<file path="src/rtl/subservient_multi_ram.sv">
// Shares one 1R1W SRAM between the RF port and N round-robin Wishbone word channels.
// Optional stall counter: define SUBSERVIENT_MULTI_RAM_STALL_CNT_EN.
module subservient_multi_ram #(
    parameter int depth    = 512,
    parameter int sram_dw  = 8,
    parameter int channels = 2,
    parameter int aw       = $clog2(depth)
) (
    input  logic                                            i_clk,
    input  logic                                            i_rst_n,
    input  logic [aw-1:0]                                   i_waddr,
    input  logic [sram_dw-1:0]                              i_wdata,
    input  logic                                            i_wen,
    input  logic [aw-1:0]                                   i_raddr,
    output logic [sram_dw-1:0]                              o_rdata,
    input  logic                                            i_ren,
    input  logic [channels*(aw-$clog2(32/sram_dw))-1:0]     i_wb_adr,
    input  logic [channels*32-1:0]                          i_wb_dat,
    input  logic [channels*4-1:0]                           i_wb_sel,
    input  logic [channels-1:0]                             i_wb_we,
    input  logic [channels-1:0]                             i_wb_stb,
    output logic [31:0]                                     o_wb_rdt,
    output logic [channels-1:0]                             o_wb_ack,
    output logic [aw-1:0]                                   o_sram_waddr,
    output logic [sram_dw-1:0]                              o_sram_wdata,
    output logic [sram_dw/8-1:0]                            o_sram_wmask,
    output logic                                            o_sram_wen,
    output logic [aw-1:0]                                   o_sram_raddr,
    input  logic [sram_dw-1:0]                              i_sram_rdata,
    output logic                                            o_sram_ren,
    output logic [15:0]                                     o_stall_cnt
);
    localparam int beats = 32 / sram_dw;
    localparam int bw    = $clog2(beats);
    localparam int wa    = aw - bw;
    localparam int mw    = sram_dw / 8;
    localparam int bcw   = $clog2(beats + 1);
    localparam int cw    = (channels > 1) ? $clog2(channels) : 1;

    localparam logic [1:0] IDLE = 2'd0;
    localparam logic [1:0] WR   = 2'd1;
    localparam logic [1:0] RD   = 2'd2;
    localparam logic [1:0] ACK  = 2'd3;

    logic [1:0]         state_q, state_d;
    logic [bcw-1:0]     beat_q, beat_d;
    logic [cw-1:0]      rr_q, rr_d;
    logic [cw-1:0]      gnt_q, gnt_d;
    logic [wa-1:0]      adr_q, adr_d;
    logic [31:0]        dat_q, dat_d;
    logic [3:0]         sel_q, sel_d;
    logic [31:0]        rdt_q;
    logic               cap_q;
    logic [bcw-1:0]     cap_beat_q;

    logic               req_any;
    logic [cw-1:0]      req_idx;
    logic [sram_dw-1:0] lane_dat;
    logic [mw-1:0]      lane_sel;
    logic [aw-1:0]      wb_addr;
    logic               wb_wen;
    logic               wb_ren;

    // First requester at or after the round-robin pointer; the downward scan lets the nearest one win.
    always_comb begin
        int            idx;
        logic [cw-1:0] idx_c;
        req_any = 1'b0;
        req_idx = rr_q;
        idx     = 0;
        idx_c   = '0;
        for (int k = channels - 1; k >= 0; k--) begin
            idx   = (int'(rr_q) + k) % channels;
            idx_c = cw'(idx);
            if (i_wb_stb[idx_c]) begin
                req_any = 1'b1;
                req_idx = idx_c;
            end
        end
    end

    always_comb begin
        lane_dat = '0;
        lane_sel = '0;
        for (int i = 0; i < beats; i++) begin
            if (beat_q == bcw'(i)) begin
                lane_dat = dat_q[i*sram_dw +: sram_dw];
                lane_sel = sel_q[i*mw +: mw];
            end
        end
    end

    assign wb_addr = (aw'(adr_q) << bw) | aw'(beat_q);

    always_comb begin
        state_d = state_q;
        beat_d  = beat_q;
        rr_d    = rr_q;
        gnt_d   = gnt_q;
        adr_d   = adr_q;
        dat_d   = dat_q;
        sel_d   = sel_q;
        wb_wen  = 1'b0;
        wb_ren  = 1'b0;
        case (state_q)
            IDLE: begin
                if (req_any) begin
                    gnt_d   = req_idx;
                    adr_d   = i_wb_adr[req_idx*wa +: wa];
                    dat_d   = i_wb_dat[req_idx*32 +: 32];
                    sel_d   = i_wb_sel[req_idx*4 +: 4];
                    beat_d  = '0;
                    state_d = i_wb_we[req_idx] ? WR : RD;
                end
            end
            WR: begin
                if (!i_wen) begin
                    wb_wen = |lane_sel;
                    beat_d = beat_q + 1'b1;
                    if (beat_q == bcw'(beats - 1)) begin
                        state_d = ACK;
                    end
                end
            end
            RD: begin
                // beat == beats means every beat is issued and the last one is being captured now.
                if (beat_q == bcw'(beats)) begin
                    state_d = ACK;
                end else if (!i_ren) begin
                    wb_ren = 1'b1;
                    beat_d = beat_q + 1'b1;
                end
            end
            default: begin
                rr_d    = (gnt_q == cw'(channels - 1)) ? '0 : gnt_q + 1'b1;
                state_d = IDLE;
            end
        endcase
    end

    always_ff @(posedge i_clk or negedge i_rst_n) begin
        if (!i_rst_n) begin
            state_q <= IDLE;
            beat_q  <= '0;
            rr_q    <= '0;
            gnt_q   <= '0;
            adr_q   <= '0;
            dat_q   <= '0;
            sel_q   <= '0;
        end else begin
            state_q <= state_d;
            beat_q  <= beat_d;
            rr_q    <= rr_d;
            gnt_q   <= gnt_d;
            adr_q   <= adr_d;
            dat_q   <= dat_d;
            sel_q   <= sel_d;
        end
    end

    // Read data lands one cycle after issue regardless of what the RF port does meanwhile.
    always_ff @(posedge i_clk or negedge i_rst_n) begin
        if (!i_rst_n) begin
            cap_q      <= 1'b0;
            cap_beat_q <= '0;
            rdt_q      <= '0;
        end else begin
            cap_q      <= wb_ren;
            cap_beat_q <= beat_q;
            for (int i = 0; i < beats; i++) begin
                if (cap_q && cap_beat_q == bcw'(i)) begin
                    rdt_q[i*sram_dw +: sram_dw] <= i_sram_rdata;
                end
            end
        end
    end

    always_comb begin
        o_wb_ack = '0;
        if (state_q == ACK) begin
            o_wb_ack[gnt_q] = 1'b1;
        end
    end

    assign o_wb_rdt     = rdt_q;
    assign o_rdata      = i_sram_rdata;
    assign o_sram_waddr = i_wen ? i_waddr : wb_addr;
    assign o_sram_wdata = i_wen ? i_wdata : lane_dat;
    assign o_sram_wmask = i_wen ? {mw{1'b1}} : lane_sel;
    assign o_sram_wen   = i_wen | wb_wen;
    assign o_sram_raddr = i_ren ? i_raddr : wb_addr;
    assign o_sram_ren   = i_ren | wb_ren;

`ifdef SUBSERVIENT_MULTI_RAM_STALL_CNT_EN
    logic        stall;
    logic [15:0] stall_cnt_q;

    assign stall = ((state_q == WR) && i_wen) ||
                   ((state_q == RD) && (beat_q != bcw'(beats)) && i_ren);

    always_ff @(posedge i_clk or negedge i_rst_n) begin
        if (!i_rst_n) begin
            stall_cnt_q <= '0;
        end else if (stall && (stall_cnt_q != 16'hFFFF)) begin
            stall_cnt_q <= stall_cnt_q + 16'd1;
        end
    end

    assign o_stall_cnt = stall_cnt_q;
`else
    assign o_stall_cnt = 16'd0;
`endif

endmodule
</file>
<file path="config.mk">
export PLATFORM = sky130hd
export DESIGN_NAME = subservient_multi_ram
export DESIGN_NICKNAME = d
export VERILOG_FILES = /design/src/rtl/subservient_multi_ram.sv
export SDC_FILE = /design/constraint.sdc
export NUM_CORES = 1
export LEC_CHECK = 0
export CORE_MARGIN = 8
export CORE_UTILIZATION = 45
export CTS_BUF_LIST = sky130_fd_sc_hd__clkbuf_16
export DETAILED_ROUTE_END_ITERATION = 16
export PLACE_DENSITY = 0.87
export REMOVE_ABC_BUFFERS = 1
export SLEW_MARGIN = 20
export SYNTH_ARGS = -nofsm -noshare
export SYNTH_HDL_FRONTEND = slang
export SYNTH_SLANG_ARGS = --single-unit
</file>
<file path="constraint.sdc">
create_clock -name i_clk -period 5.3 [get_ports i_clk]
set_clock_uncertainty 0.1 [all_clocks]
set_input_delay 1.06 -clock i_clk [delete_from_list [all_inputs] [get_ports i_clk]]
set_output_delay 1.06 -clock i_clk [all_outputs]
set_load 0.01 [all_outputs]
</file>
# ---- Word-level counts from Yosys, hierarchy flattened
# Cells that the tools add are included.
dict set report word_totals {
  regBits 86
  input_bits 128
  word_cells 99
  output_inout_bits 87
}
dict set report classes {
  n_bitwise 3
  n_reduce_logical 13
  addsub 3
  eq_ne 16
  n_mux 42
  order_cmp 5
  shift 3
  multipliers 1
}
# op count
set ops {}
lappend ops {{64-bit by 7-bit indexed part select with 32-bit output} 1}
lappend ops {{8-bit two-way mux} 5}
lappend ops {{1-bit two-way mux} 22}
lappend ops {{9-bit two-way mux} 2}
lappend ops {{14-bit by 5-bit indexed part select with 7-bit output} 1}
lappend ops {{3-bit by 2-bit equality test with 1-bit output (second input constant)} 4}
lappend ops {{2-bit two-way mux} 6}
lappend ops {{3-bit two-way mux} 4}
lappend ops {{2-bit != test (second input constant)} 6}
lappend ops {{9-bit by 3-bit bitwise OR with 9-bit output} 1}
lappend ops {{3-bit one-hot mux with 3 select lines} 1}
lappend ops {{1-bit by 2-bit less-than comparator with 1-bit output (second input constant)} 4}
lappend ops {{8-bit by 4-bit indexed part select with 4-bit output} 1}
lappend ops {{3-bit by 1-bit equality test with 1-bit output (second input constant)} 2}
lappend ops {{3-bit zero test} 2}
lappend ops {{2-bit one-hot mux with 3 select lines} 1}
lappend ops {{1-bit logical AND} 5}
lappend ops {{5-bit AND reduction} 1}
lappend ops {{2-bit equality test (second input constant)} 2}
lappend ops {{1-bit by 3-bit multiplier with 4-bit output (second input constant)} 1}
lappend ops {{4-bit AND reduction} 1}
lappend ops {{3-bit by 1-bit adder with 3-bit output (second input constant)} 1}
lappend ops {{3-bit equality test (second input constant)} 1}
lappend ops {{3-bit nonzero test} 1}
lappend ops {{8 further kinds} 10}

# ---- Logic depth before layout (Yosys ltp)
# Gate-level depths: netlist (run 1).
dict set report depth {
  ltp_word 10
  mapped_depth 7
  mapped_depth_nobuf 6
}

# ---- Worst setup path before layout (run 1)
# Ideal clock, no wire load.
dict set report synth_timing {
  path_type {input to output}
  startpoint {in i_ren}
  endpoint {out o_sram_raddr[3]}
  stages 3
  required_ns 4.140
  setup_slack_ns 2.205
  arrival_ns 1.935
  path_buffers 2
  path_cell_list {clkbuf_1 clkbuf_1 mux2_2}
}
dict set report synth_via {
  elab_chain_len 1
}
# item line_no
set synth_rtl {}
lappend synth_rtl {{start: declaration} 16} ;# input logic i_ren,
lappend synth_rtl {{9-bit two-way mux} 191} ;# assign o_sram_raddr = i_ren ? i_raddr : wb_addr;
lappend synth_rtl {{end: declaration} 28} ;# output logic [aw-1:0] o_sram_raddr,
# No other way between the ends.

# ---- Worst setup path after layout (run 1)
dict set report layout_timing {
  startpoint {reg beat_q[0]}
  endpoint {out o_sram_wen}
}
dict set report layout_via {
  elab_chain_len 8
  elab_cells_between_ends 11
  cone_classes {3 x eq/ne; 6 x mux; 1 x bitwise; 1 x reduce/logical}
}
# item line_no
set layout_rtl {}
lappend layout_rtl {{start: declaration} 46} ;# logic [bcw-1:0] beat_q, beat_d;
lappend layout_rtl {{start signal: assignment} 152} ;# beat_q <= beat_d;
lappend layout_rtl {{3-bit zero test} 86} ;# if (beat_q == bcw'(i)) begin
lappend layout_rtl {{1-bit two-way mux (3 in series)} 86}
lappend layout_rtl {{1-bit two-way mux (*)} 86}
lappend layout_rtl {{1-bit two-way mux (*)} 117} ;# if (!i_wen) begin
lappend layout_rtl {{1-bit two-way mux (*)} 105} ;# case (state_q)
lappend layout_rtl {{1-bit bitwise OR (*)} 190} ;# assign o_sram_wen = i_wen | wb_wen;
lappend layout_rtl {{end: declaration} 27} ;# output logic o_sram_wen,
# Every way passes the cells marked *; elsewhere a longest branch is shown, timed or not.

==> results.py, run 1 <==
metrics = {
    "critical_path": {
        "end_kind": "output pin",
        "startpoint_type": "flip-flop",
        "path_max_fanout": 11,
        "cp.arrival_ns": 3.09,
        "required_ns": 4.14,
        "path_class": "reg -> out",
    },
    "clocking": {
        "post_cts.repair.setup_buffers": 0,
        "cts_max_level": 3,
        "cts_hold_buf": 0,
        "clk_path_buf_depth": 2,
        "clock_latency_ns": 0.33,
        "cts_buffers": 9,
        "clkTransAtPathRegs_ns": 0.06,
        "clock_sinks": 86,
        "cts_tree": "yes",
        "ctsResizeCount": 0,
        "ctsRootBufferMaster": "clkbuf_16",
    },
    "synthesis": {
        "syn_avg_cell_area_um2": 10.5,
        "ys_ff_latch": 86,
        "synth.top_cell.area_share_pct": 46.6,
        "yosysWarnings": 0,
        "ys_types": 35,
        "netlist_instances": 441,
        "yosysMostFrequentCell": "dfrtp_1",
        "async_flop_share_pct": 100,
        "synth_top_cell_by_area": "dfrtp_1",
        "synth_commonest_cells": "dfrtp_1, nand2_1, o21ai_0",
        "ys_top_cells_by_area": "dfrtp_1, mux2_2, mux2i_1",
        "synth_area_mm2": 0.00462,
        "synth_edf_count": 0,
        "ys.flop_type": "dfrtp_1",
        "yosysSeqAreaShare_pct": 46.6,
    },
    "global_routing": {
        "gr-total-overflow": 0,
        "grt.met1_usage_pct": 20.6,
        "antenna_found_initial": 1,
        "use_met3_pct": 6.04,
        "gr-usage-met2_pct": 34.4,
        "top_usage_layer": "met2",
        "grt_first_pass_wirelength_um": 21700,
        "grt_max_degree": 87,
        "track_usage_pct": 19.2,
        "grt_pass1_vias": 4175,
    },
    "power_and_ir_drop": {
        "leakage_nw": 3.06,
        "peakVddDrop_mv": 0.211,
        "power_density_mw_per_mm2": 498,
    },
    "placement": {
        "postPlaceCellArea_mm2": 0.00658,
        "dp_hpwl_um": 10500,
        "io_buffers": 198,
        "place_congestion": 0.781,
        "placed_cells": 747,
    },
    "route": {
        "routed_wirelength_um": 13400,
        "drt_iter0_drc": 182,
        "antenna_left": 0,
        "drt-pass1-iter-count": 4,
        "routed_via_density": 5.05,
        "vias": 3857,
        "drcViolationCount": 0,
        "wl_per_cell_um": 17.6,
    },
    "cells_and_area": {
        "drive_gt1_share_pct": 11.5,
        "utilization_pct": 68.1,
        "instances_no_fill": 764,
        "nets": 760,
        "area_growth_pct": 49.5,
        "fin_area_mm2": 0.00691,
    },
    "sta": {
        "rsz0062_at_grt": "false",
        "finalHoldViolCount": 0,
        "worst_pin_slew_ns": 0.793,
        "hold_slack_ns": 0.360,
        "setup_viol": 0,
        "post-route-period-util_pct": 80.2,
        "slew_headroom_pct": 47.0,
        "fin_crit_ns": 4.25,
        "fmax_mhz": 235,
        "drv_slew": 0,
    },
    "die": {
        "die_y_um": 117,
        "num_io_pins": 215,
        "dieArea_mm2": 0.0138,
        "die_x_um": 117,
        "num_rows": 37,
        "start_util_pct": 45.6,
        "core_mm2": 0.0101,
    },
    "worst_hold_path": {
        "holdCritPathClass": "reg -> reg",
    },
    "outcome": {
        "status": "finished clean",
    },
    "run": {
        "drv_cap": 0,
    },
}
worst paths after layout:
kind / cells past startpoint / slack [ns] / from / to
min: 0 / 0.36 / beat_q[0] / cap_beat_q[0]
min in group asynchronous: 1 / 0.68 / i_rst_n / o_wb_rdt[4]
min reg2reg: 0 / 0.36 / beat_q[0] / cap_beat_q[0]
max in group asynchronous: 1 / 3.91 / i_rst_n / beat_q[0]
max: 6 / 1.05 / beat_q[0] / o_sram_wen
max reg2reg: 6 / 3.22 / state_q[1] / state_q[1]
power by group:
| part | internal (mW) | switching [mW] | total, mW |
|---|---|---|---|
| logic | 0.853 | 0.744 | 1.60 |
| clock network | 0.415 | 0.257 | 0.672 |
| registers | 0.974 | 0.193 | 1.17 |
| total | 2.24 | 1.19 | 3.44 |
state kept, by name (all words and copies together), names as in the netlist:
register    flops
adr_q           7
state_q         2
gnt_q           1
cap_beat_q      3
o_wb_rdt       32
dat_q          32
beat_q          3
rr_q            1
sel_q           4
cap_q           1
cell type report:
cell class | instances | area, µm²
flip-flops and latches | 86 | 2150
clock buffers | 9 | 225
well taps | 136 | 170
inverters | 10 | 37.5
multi-input cells | 312 | 2200
repair buffers | 203 | 2020
fillers | 787 | 3230
diodes | 1 | 2.50
clock inverters | 7 | 96.3
stage by stage:
| stage | worst slack (ns) | power, mW | setup TNS (ns) |
|---|---|---|---|
| 2_1_floorplan | -0.380 | 2.02 | -16.34 |
| 3_3_place_gp | 1.36 | 2.71 | 0 |
| 3_5_place_dp | 1.30 | 2.79 | 0 |
| 4_1_cts | 1.02 | 3.47 | 0 |
| 5_1_grt | 0.877 | 3.67 | 0 |
| 6_report | 1.05 | 3.44 | 0 |
cells in the final DEF, fill, tap and decap left out, types with 2 or more instances in the layout:
| cell | instances |
|---|---|
| nor3_1 | 2 |
| clkdlybuf4s50_1 | 197 |
| nand2b_1 | 12 |
| buf_4 | 5 |
| nor4bb_1 | 2 |
| conb_1 | 16 |
| nand2_1 | 58 |
| inv_1 | 9 |
| nor2b_1 | 10 |
| clkinv_2 | 2 |
| clkbuf_16 | 9 |
| nor2_1 | 4 |
| o21ai_0 | 51 |
| a31oi_1 | 2 |
| mux2_2 | 44 |
| nand3b_1 | 2 |
| dfrtp_1 | 86 |
| nand3_1 | 9 |
| mux2i_1 | 48 |
| ha_1 | 10 |
| bufinv_16 | 2 |
| inv_6 | 2 |
| a21oi_1 | 23 |
| a221o_1 | 5 |
| or3b_1 | 2 |
logic make-up (layout without fill, tap and decap cells):
group,count (synthesis),after routing,synth area share [%]
adder cells (fa/ha/maj),11,11,2.95
flip-flops,86,86,46.6
multiplexers,92,92,21.1
buffers and inverters,58,229,7.23
other,1,17,0.0812
AND/OR/NAND/NOR,104,104,11.2
AO/OA/AOI/OAI,89,89,10.8
routing by layer:
metal | routed length [µm] | part of all wire, % | up-vias
met2 | 6930 | 52 | 152
li1 | - | - | 1868
met1 | 5280 | 39 | 1823
met5 | 0 | 0 | -
met3 | 951 | 7.1 | 14
met4 | 246 | 1.8 | 0
critical path, stage by stage (launching register included):
cell and delay, ns:
dfrtp_1 0.42, ha_1 0.22, ha_1 0.37, nor2_1 0.69
a32oi_1 0.28, o21bai_1 0.19, clkdlybuf4s50_1 0.60
Note: power is estimated with default switching activity, not from simulation.
==> run 2: changes to the inputs <==
--- a/config.mk
+++ b/config.mk
@@ -6,10 +6,10 @@
 export NUM_CORES = 1
 export LEC_CHECK = 0
 export CORE_MARGIN = 8
-export CORE_UTILIZATION = 45
+export CORE_UTILIZATION = 38
 export CTS_BUF_LIST = sky130_fd_sc_hd__clkbuf_16
 export DETAILED_ROUTE_END_ITERATION = 16
-export PLACE_DENSITY = 0.87
+export PLACE_DENSITY = 0.78
 export REMOVE_ABC_BUFFERS = 1
 export SLEW_MARGIN = 20
 export SYNTH_ARGS = -nofsm -noshare
==> constraint.sdc (replaced) <==
create_clock -name i_clk -period 3.6 [get_ports i_clk]
set_clock_uncertainty 0.1 [all_clocks]
set_input_delay 0.72 -clock i_clk [delete_from_list [all_inputs] [get_ports i_clk]]
set_output_delay 0.72 -clock i_clk [all_outputs]
set_load 0.01 [all_outputs]
==> results.py, run 2 (same netlist as run 1, synthesis figures left out) <==
metrics = {
    "clocking": {
        "cts_hold_buf": 0,
        "ctsRootBufferMaster": "clkbuf_16",
        "clock_latency_ns": 0.33,
        "cts_buffers": 9,
        "clock_sinks": 86,
        "clk_path_buf_depth": 2,
        "clkTransAtPathRegs_ns": 0.07,
        "cts_tree": "yes",
        "cts_max_level": 3,
    },
    "critical_path": {
        "slowest_stage": "clkdlybuf4s50_1",
        "crit_cells": 7,
        "critPathMaxStageDelay_ns": 0.57,
        "crit_buf_inv": 2,
        "cp_top_family": "buffers and inverters",
        "startpoint_type": "flip-flop",
        "end_kind": "output pin",
        "reg2reg_to": "state_q[0]",
        "worstSetupStartpoint": "beat_q[0]",
        "path_cells": "inv_1 > ha_1 > nor2b_2 > a221o_1 > a32oi_1 > o21bai_1 > clkdlybuf4s50_1",
        "endpoint": "o_sram_wen",
        "path_class": "reg -> out",
        "ff2ff_path_depth": 6,
        "required_ns": 2.78,
        "timing.rr.start": "state_q[1]",
        "reg2reg_slack_ns": 1.54,
        "path_max_fanout": 6,
        "cp.arrival_ns": 2.56,
    },
    "cells_and_area": {
        "fillers": 1063,
        "drive_gt1_share_pct": 12.6,
        "layout_commonest_cell": "clkdlybuf4s50_1",
        "area_growth_pct": 50.6,
        "layout_common_cells": "clkdlybuf4s50_1, dfrtp_1, nand2_1",
        "nets": 766,
        "diodes": 0,
    },
    "global_routing": {
        "track_usage_pct": 16.2,
        "antenna_found_initial": 0,
        "gr-total-overflow": 0,
        "grt_pass1_vias": 4163,
        "grt_max_degree": 87,
        "grt_first_pass_wirelength_um": 21100,
    },
    "power_and_ir_drop": {
        "peakVddDrop_mv": 0.287,
        "leakage_nw": 3.08,
        "power_density_mw_per_mm2": 723,
    },
    "run": {
        "drv_cap": 0,
    },
    "route": {
        "antenna_left": 0,
        "drcViolationCount": 0,
        "wl_per_cell_um": 17.0,
        "routed_via_density": 4.92,
        "drt_iter0_drc": 217,
        "drt-pass1-iter-count": 4,
        "routed_wirelength_um": 13300,
        "vias": 3841,
    },
    "die": {
        "die_x_um": 126,
        "num_rows": 40,
        "core_mm2": 0.0120,
        "start_util_pct": 38.6,
        "dieArea_mm2": 0.0159,
        "die_y_um": 126,
        "num_io_pins": 215,
    },
    "sta": {
        "drv_slew": 0,
        "finalHoldViolCount": 0,
        "hold_slack_ns": 0.321,
        "slew_headroom_pct": 48.8,
        "post-route-period-util_pct": 93.9,
        "fmax_mhz": 296,
        "setup_slack_ns": 0.218,
        "rsz0062_at_grt": "false",
        "setup_viol": 0,
        "fin_crit_ns": 3.38,
        "worst_pin_slew_ns": 0.768,
    },
    "worst_hold_path": {
        "holdCritPathClass": "in -> async",
    },
    "placement": {
        "dp_hpwl_um": 10600,
        "io_buffers": 198,
        "place_congestion": 0.761,
        "preCtsSetupSlack_ns": 0.334,
    },
    "outcome": {
        "status": "finished clean",
    },
}
==> run 2: final cells by class <==
type / instances / area [µm²] / area share, %
tap: 147 / 184 / 2.64
sequential: 86 / 2150 / 30.9
timing repair buffer: 209 / 2080 / 29.9
inverter: 10 / 37.5 / 0.539
multi-input combinational: 312 / 2210 / 31.7
clock inverter: 7 / 72.6 / 1.04
clock buffer: 9 / 225 / 3.24
==> run 2: power breakdown <==
part	internal (mW)	switching [mW]
Clock	0.540	0.376
Combinational	1.29	1.10
Sequential	1.43	0.290
Total	3.26	1.77
==> run 2: routing by layer <==
metal | GRT usage, % | share of wire [%]
met5 | 0 | 0
met4 | 4.88 | 1.4
met3 | 4.30 | 6.9
met2 | 28.7 | 51
met1 | 18.7 | 41
==> run 2: worst min-delay path by stage <==
| stage | to | slack [ns] | cells past startpoint |
|---|---|---|---|
| after detailed placement | cap_beat_q[1] | 0.33 | 0 |
| after CTS | cap_beat_q[1] | 0.35 | 0 |
| after global routing | cap_beat_q[1] | 0.38 | 0 |
| final | o_wb_rdt[17] | 0.32 | 1 |
| after floorplan | cap_beat_q[1] | 0.30 | 0 |
| after global placement | cap_beat_q[1] | 0.33 | 0 |
==> run 2: worst reg2reg max path, stage by stage (launching register included) <==
cell       delay (ns)
dfrtp_1          0.44
inv_1            0.11
ha_1             0.35
or3b_1           0.43
o2111ai_1        0.22
mux2i_1          0.23
a31oi_1          0.06
==> run 2: metrics by stage <==
stage | cells | power (mW) | TNS, ns | instance area [µm²] | util, %
detailed placement | 764 | 4.17 | 0 | 6650 | 55.6
global route | 780 | 5.40 | 0 | 6960 | 58.2
global placement | 764 | 4.07 | 0 | 6650 | 55.6
CTS | 780 | 5.10 | 0 | 6950 | 58.1
finish | 780 | 5.03 | 0 | 6960 | 58.2
floorplan | 408 | 2.98 | -74.82 | 4380 | -
==> run 2: what timing repair did <==
action	CTS	global route
cloned	0	0
resized for setup	1	2
endpoints found under the setup margin	1	2
setup buffers	0	0
==> run 3: changes to the inputs <==
--- a/config.mk
+++ b/config.mk
@@ -5,6 +5,7 @@
 export SDC_FILE = /design/constraint.sdc
 export NUM_CORES = 1
 export LEC_CHECK = 0
+export CAP_MARGIN = 15
 export CORE_MARGIN = 8
 export CORE_UTILIZATION = 38
 export CTS_BUF_LIST = sky130_fd_sc_hd__clkbuf_16
==> results of run 3 <==
Final layout, timing and power as in run 2 (identical DEF).
